## src/rtl/avalon_st_pkt_fifo.sv

```systemverilog
// Avalon-ST packet FIFO: cut-through (STORE_FWD=0) or store-and-forward (STORE_FWD=1).
// Optional framing checker with sticky err output when AVST_PKT_FIFO_ERR_CHECK_EN is defined.
module avalon_st_pkt_fifo #(
  parameter int DATA_WIDTH = 32,
  parameter int DEPTH      = 16,
  parameter int STORE_FWD  = 0,
  localparam int EW = $clog2(DATA_WIDTH),
  localparam int AW = $clog2(DEPTH),
  localparam int CW = AW + 1
) (
  input  logic                  clk,
  input  logic                  rst,
  input  logic                  in_vld,
  output logic                  in_rdy,
  input  logic                  in_sop,
  input  logic                  in_eop,
  input  logic [DATA_WIDTH-1:0] in_data,
  input  logic [EW-1:0]         in_empty,
  output logic                  out_vld,
  input  logic                  out_rdy,
  output logic                  out_sop,
  output logic                  out_eop,
  output logic [DATA_WIDTH-1:0] out_data,
  output logic [EW-1:0]         out_empty,
  output logic [CW-1:0]         fill_level,
  output logic [CW-1:0]         pkt_count
`ifdef AVST_PKT_FIFO_ERR_CHECK_EN
  ,
  output logic                  err
`endif
);

  logic [DATA_WIDTH-1:0] r_data_mem  [DEPTH];
  logic [EW-1:0]         r_empty_mem [DEPTH];
  logic [DEPTH-1:0]      r_sop_mem;
  logic [DEPTH-1:0]      r_eop_mem;
  logic [AW-1:0]         r_wr_ptr;
  logic [AW-1:0]         r_rd_ptr;
  logic [CW-1:0]         r_fill;
  logic [CW-1:0]         r_pkts;

  logic w_push;
  logic w_pop;
  logic w_push_eop;
  logic w_pop_eop;
  logic w_nonempty;

  // Ready derives from stored occupancy only, so a same-cycle pop never frees a slot early.
  assign in_rdy     = ~rst & (r_fill < CW'(DEPTH));
  assign w_nonempty = (r_fill != '0);
  assign out_vld    = (STORE_FWD != 0) ? (w_nonempty & (r_pkts != '0)) : w_nonempty;

  assign w_push     = in_vld & in_rdy;
  assign w_pop      = out_vld & out_rdy;
  assign w_push_eop = w_push & in_eop;
  assign w_pop_eop  = w_pop & r_eop_mem[r_rd_ptr];

  assign out_sop    = r_sop_mem[r_rd_ptr];
  assign out_eop    = r_eop_mem[r_rd_ptr];
  assign out_data   = r_data_mem[r_rd_ptr];
  assign out_empty  = r_empty_mem[r_rd_ptr];
  assign fill_level = r_fill;
  assign pkt_count  = r_pkts;

  // Storage: beat contents carry no reset; pointers qualify their validity.
  always_ff @(posedge clk) begin
    if (w_push) begin
      r_data_mem[r_wr_ptr]  <= in_data;
      r_empty_mem[r_wr_ptr] <= in_empty;
      r_sop_mem[r_wr_ptr]   <= in_sop;
      r_eop_mem[r_wr_ptr]   <= in_eop;
    end
  end

  // Control: pointers, occupancy and complete-packet count.
  always_ff @(posedge clk) begin
    if (rst) begin
      r_wr_ptr <= '0;
      r_rd_ptr <= '0;
      r_fill   <= '0;
      r_pkts   <= '0;
    end else begin
      if (w_push) begin
        r_wr_ptr <= r_wr_ptr + AW'(1);
      end
      if (w_pop) begin
        r_rd_ptr <= r_rd_ptr + AW'(1);
      end
      case ({w_push, w_pop})
        2'b10:   r_fill <= r_fill + CW'(1);
        2'b01:   r_fill <= r_fill - CW'(1);
        default: r_fill <= r_fill;
      endcase
      r_pkts <= r_pkts + CW'(w_push_eop) - CW'(w_pop_eop);
    end
  end

`ifdef AVST_PKT_FIFO_ERR_CHECK_EN
  logic r_in_pkt;
  logic r_err;
  logic w_frame_err;
  logic w_oversize;

  assign w_frame_err = w_push & ((in_sop & r_in_pkt) |
                                 (~in_sop & ~r_in_pkt) |
                                 ((in_empty != '0) & ~in_eop));
  // Full of beats with no eop stored can never drain in store-and-forward mode.
  assign w_oversize  = (STORE_FWD != 0) & (r_fill == CW'(DEPTH)) & (r_pkts == '0);
  assign err         = r_err;

  always_ff @(posedge clk) begin
    if (rst) begin
      r_in_pkt <= 1'b0;
      r_err    <= 1'b0;
    end else begin
      if (w_push) begin
        r_in_pkt <= ~in_eop;
      end
      if (w_frame_err | w_oversize) begin
        r_err <= 1'b1;
      end
    end
  end
`endif

endmodule

```

## config.mk

```make
export PLATFORM = sky130hd
export DESIGN_NAME = avalon_st_pkt_fifo
export DESIGN_NICKNAME = d
export VERILOG_FILES = /design/src/rtl/avalon_st_pkt_fifo.sv
export SDC_FILE = /design/constraint.sdc
export NUM_CORES = 1
export LEC_CHECK = 0
export ABC_AREA = 1
export CORE_MARGIN = 2
export CORE_UTILIZATION = 38
export DETAILED_ROUTE_END_ITERATION = 16
export PLACE_DENSITY_LB_ADDON = 0.15
export SYNTH_ARGS = -nofsm -noshare
export SYNTH_HDL_FRONTEND = slang
export SYNTH_SLANG_ARGS = --single-unit
```

## constraint.sdc

```tcl
create_clock -name clk -period 5.1 [get_ports clk]
set_input_delay 1.02 -clock clk [delete_from_list [all_inputs] [get_ports clk]]
set_output_delay 1.02 -clock clk [all_outputs]
set_load 0.01 [all_outputs]
```

==> impl_metrics.ini <==
[status]
outcome = completed

[synthesis]
synth_seq_cells = 646
synth-seq-area-share = 0.7248
synthesis.area_um2 = 26460
synth_fp_nets = 2194
post_synth.cell_area_avg_um2 = 12.39
synth_warnings = 0
syn_inst = 2135
synth_cell_types = 22

[finish]
drive_above_1_share = 0.06413
nets = 2270
final_cell_mix = edfxtp_1 (624), inv_1 (323), nand2_1 (267)
final_area_um2 = 30660
syn_to_final_growth_pct = 15.88
final_core_util = 0.4455
final_common_cell = edfxtp_1
diodes = 0

[clock_tree]
clockBufferDepth = 3
clock_latency_ns = 0.60
clkTransAtPathRegs_ns = 0.06
numCtsBuffers = 70
ctsRootBufferMaster = clkbuf_16
cts_tree = yes
cts.sink_count = 646
ctsResizeCount = 0
cts_max_level = 3
cts_hold_buf = 0
post_cts_buffers = 0

[detailed_routing]
wl_per_cell_um = 19.79
vias_per_cell = 4.967
vias = 15850
drt_iter0_markers = 1360
drt_pass1_iterations = 5
routed_wl_um = 63190
final_antenna_net_count = 0
drcViolationCount = 0

[worst_setup_path]
max_stage_delay_ns = 0.88
r2r_start = r_rd_ptr[0]
crit_buf_inv = 2
worstPathArrival_ns = 3.28
cpMostUsedCell = nand3_1
slowest_stage = dfxtp_4
worst-path-max-fanout = 67
cp-end-kind = output pin
cp.required_ns = 4.08
cp-start-kind = flop
cp_cell_sequence = inv_1 > o211ai_1 > nand3_1 > nand3_1 > nand2_1 > clkdlybuf4s50_1
worstSetupPathType = reg2out
crit_family = buffers and inverters

[global_route]
use_met2 = 0.3051
grt_pass1_wl_um = 96180
grtUsageTotal = 0.1777
use_met3 = 0.02593
grt_max_degree = 115
grt_pass1_vias = 15660
antenna_found_initial = 0
grt_use_met1 = 0.2375
grt_busiest_layer = met2
overflow = 0

[timing]
drv_slew = 0
max_freq_mhz = 232.4
fin_skew_ns = 0.02611
tns_ns = 0
rsz0062_at_grt = no
min_period_over_period = 0.8437
tightest_slew_ns = 1.090
max_slew_margin = 0.2720
post-route-min-period_ns = 4.303
hold_violations = 0
finalSetupViolCount = 0

[power_and_ir_drop]
power_leakage_nw = 10.74
power_density_nw_per_um2 = 468.0
peakVddDrop_v = 0.0002428

[min_path]
worstHoldStart = r_wr_ptr[2]
hold_path.class = reg2reg

[floorplanning]
io-pin-count = 94
die_w_um = 267.9
start_util = 0.3845
core.rowCount = 96
die_h_um = 267.9
fp.coreArea_um2 = 68830
dieArea_um2 = 71760

[placed_design]
placed_cell_area_um2 = 28550
place_congestion = 0.7291
hpwl_um = 33990
port-buffer-count = 93

[flow_run]
maxCapViolCount = 0
[stage by stage]
stage | power, mW | cells | hold slack, ns | setup WS (ns)
4_1_cts | 14.55 | 3192 | 0.4978 | 0.7007
3_5_place_dp | 9.784 | 3070 | 0.4890 | 1.345
2_1_floorplan | 8.546 | 2135 | 0.4660 | 1.356
5_1_grt | 15.15 | 3192 | 0.5381 | 0.5804
6_report | 14.35 | 3192 | 0.4992 | 0.7971
3_3_place_gp | 9.781 | 3070 | 0.5028 | 1.308
[registers in the layout, indices dropped and copies added (netlist names), named ones only]
name         count
r_wr_ptr         4
r_eop_mem       16
r_empty_mem     80
r_data_mem     512
fill_level       5
pkt_count        5
r_rd_ptr         4
r_sop_mem       16
[cells in the mapped netlist]
cell	instances	area share
edfxtp_1	624	0.71
or2_2	1	0.00024
inv_2	1	0.00014
buf_1	19	0.0027
buf_6	13	0.0055
buf_4	19	0.0054
o211ai_1	163	0.046
a21oi_1	156	0.030
clkbuf_1	43	0.0061
clkinv_1	1	0.00014
nand2_1	267	0.038
xnor2_1	2	0.00066
o21ai_0	149	0.028
fa_1	2	0.0015
nand3_1	235	0.044
inv_1	324	0.046
ha_1	14	0.0066
nor3_1	1	0.00019
xor2_1	6	0.0020
dfxtp_1	22	0.017
nor2_1	42	0.0060
buf_2	31	0.0059
[cell families (layout without fill, tap and decap cells)]
group / after synthesis / after routing / synth area share
AND/OR/NAND/NOR: 546 / 546 / 0.08870
buffers and inverters: 451 / 577 / 0.07182
adder cells (fa/ha/maj): 16 / 16 / 0.008133
flip-flops: 646 / 646 / 0.7248
AO/OA/AOI/OAI: 468 / 468 / 0.1039
XOR/XNOR: 8 / 8 / 0.002648
[final timing paths]
path,endpoint,slack (ns),cells after the start
max,out_data[31],0.80,6
min,r_wr_ptr[2],0.50,2
max reg2reg,pkt_count[4],1.89,16
min reg2reg,r_wr_ptr[2],0.50,2
[power by group]
part | switching [mW] | total, mW | internal, mW
registers | 0.209 | 6.16 | 5.95
logic | 2.07 | 3.46 | 1.39
clock network | 2.00 | 4.73 | 2.73
[tightest hold or removal path, delay by kind of cell (launching register included)]
| family | cells | cell delay [ns] |
|---|---|---|
| AND/OR/NAND/NOR | 1 | 0.07 |
| flip-flops | 1 | 0.33 |
| AO/OA/AOI/OAI | 1 | 0.05 |
[cell type report]
class                           count  area [um^2]
Fill cell                        6328        38160
Sequential cell                   646        19190
Tap cell                          931         1165
Timing Repair Buffer              129         1464
Clock inverter                     25        157.7
Inverter                          326         1225
Clock buffer                       97         1959
Multi-Input combinational cell   1038         5503
[layer usage]
metal | part of all wire | up-vias
met3 | 0.038 | 73
met4 | 0.016 | 0
met1 | 0.45 | 7816
met5 | 0 | -
li1 | - | 7696
met2 | 0.50 | 269
Power figures use the tool's default switching activity.
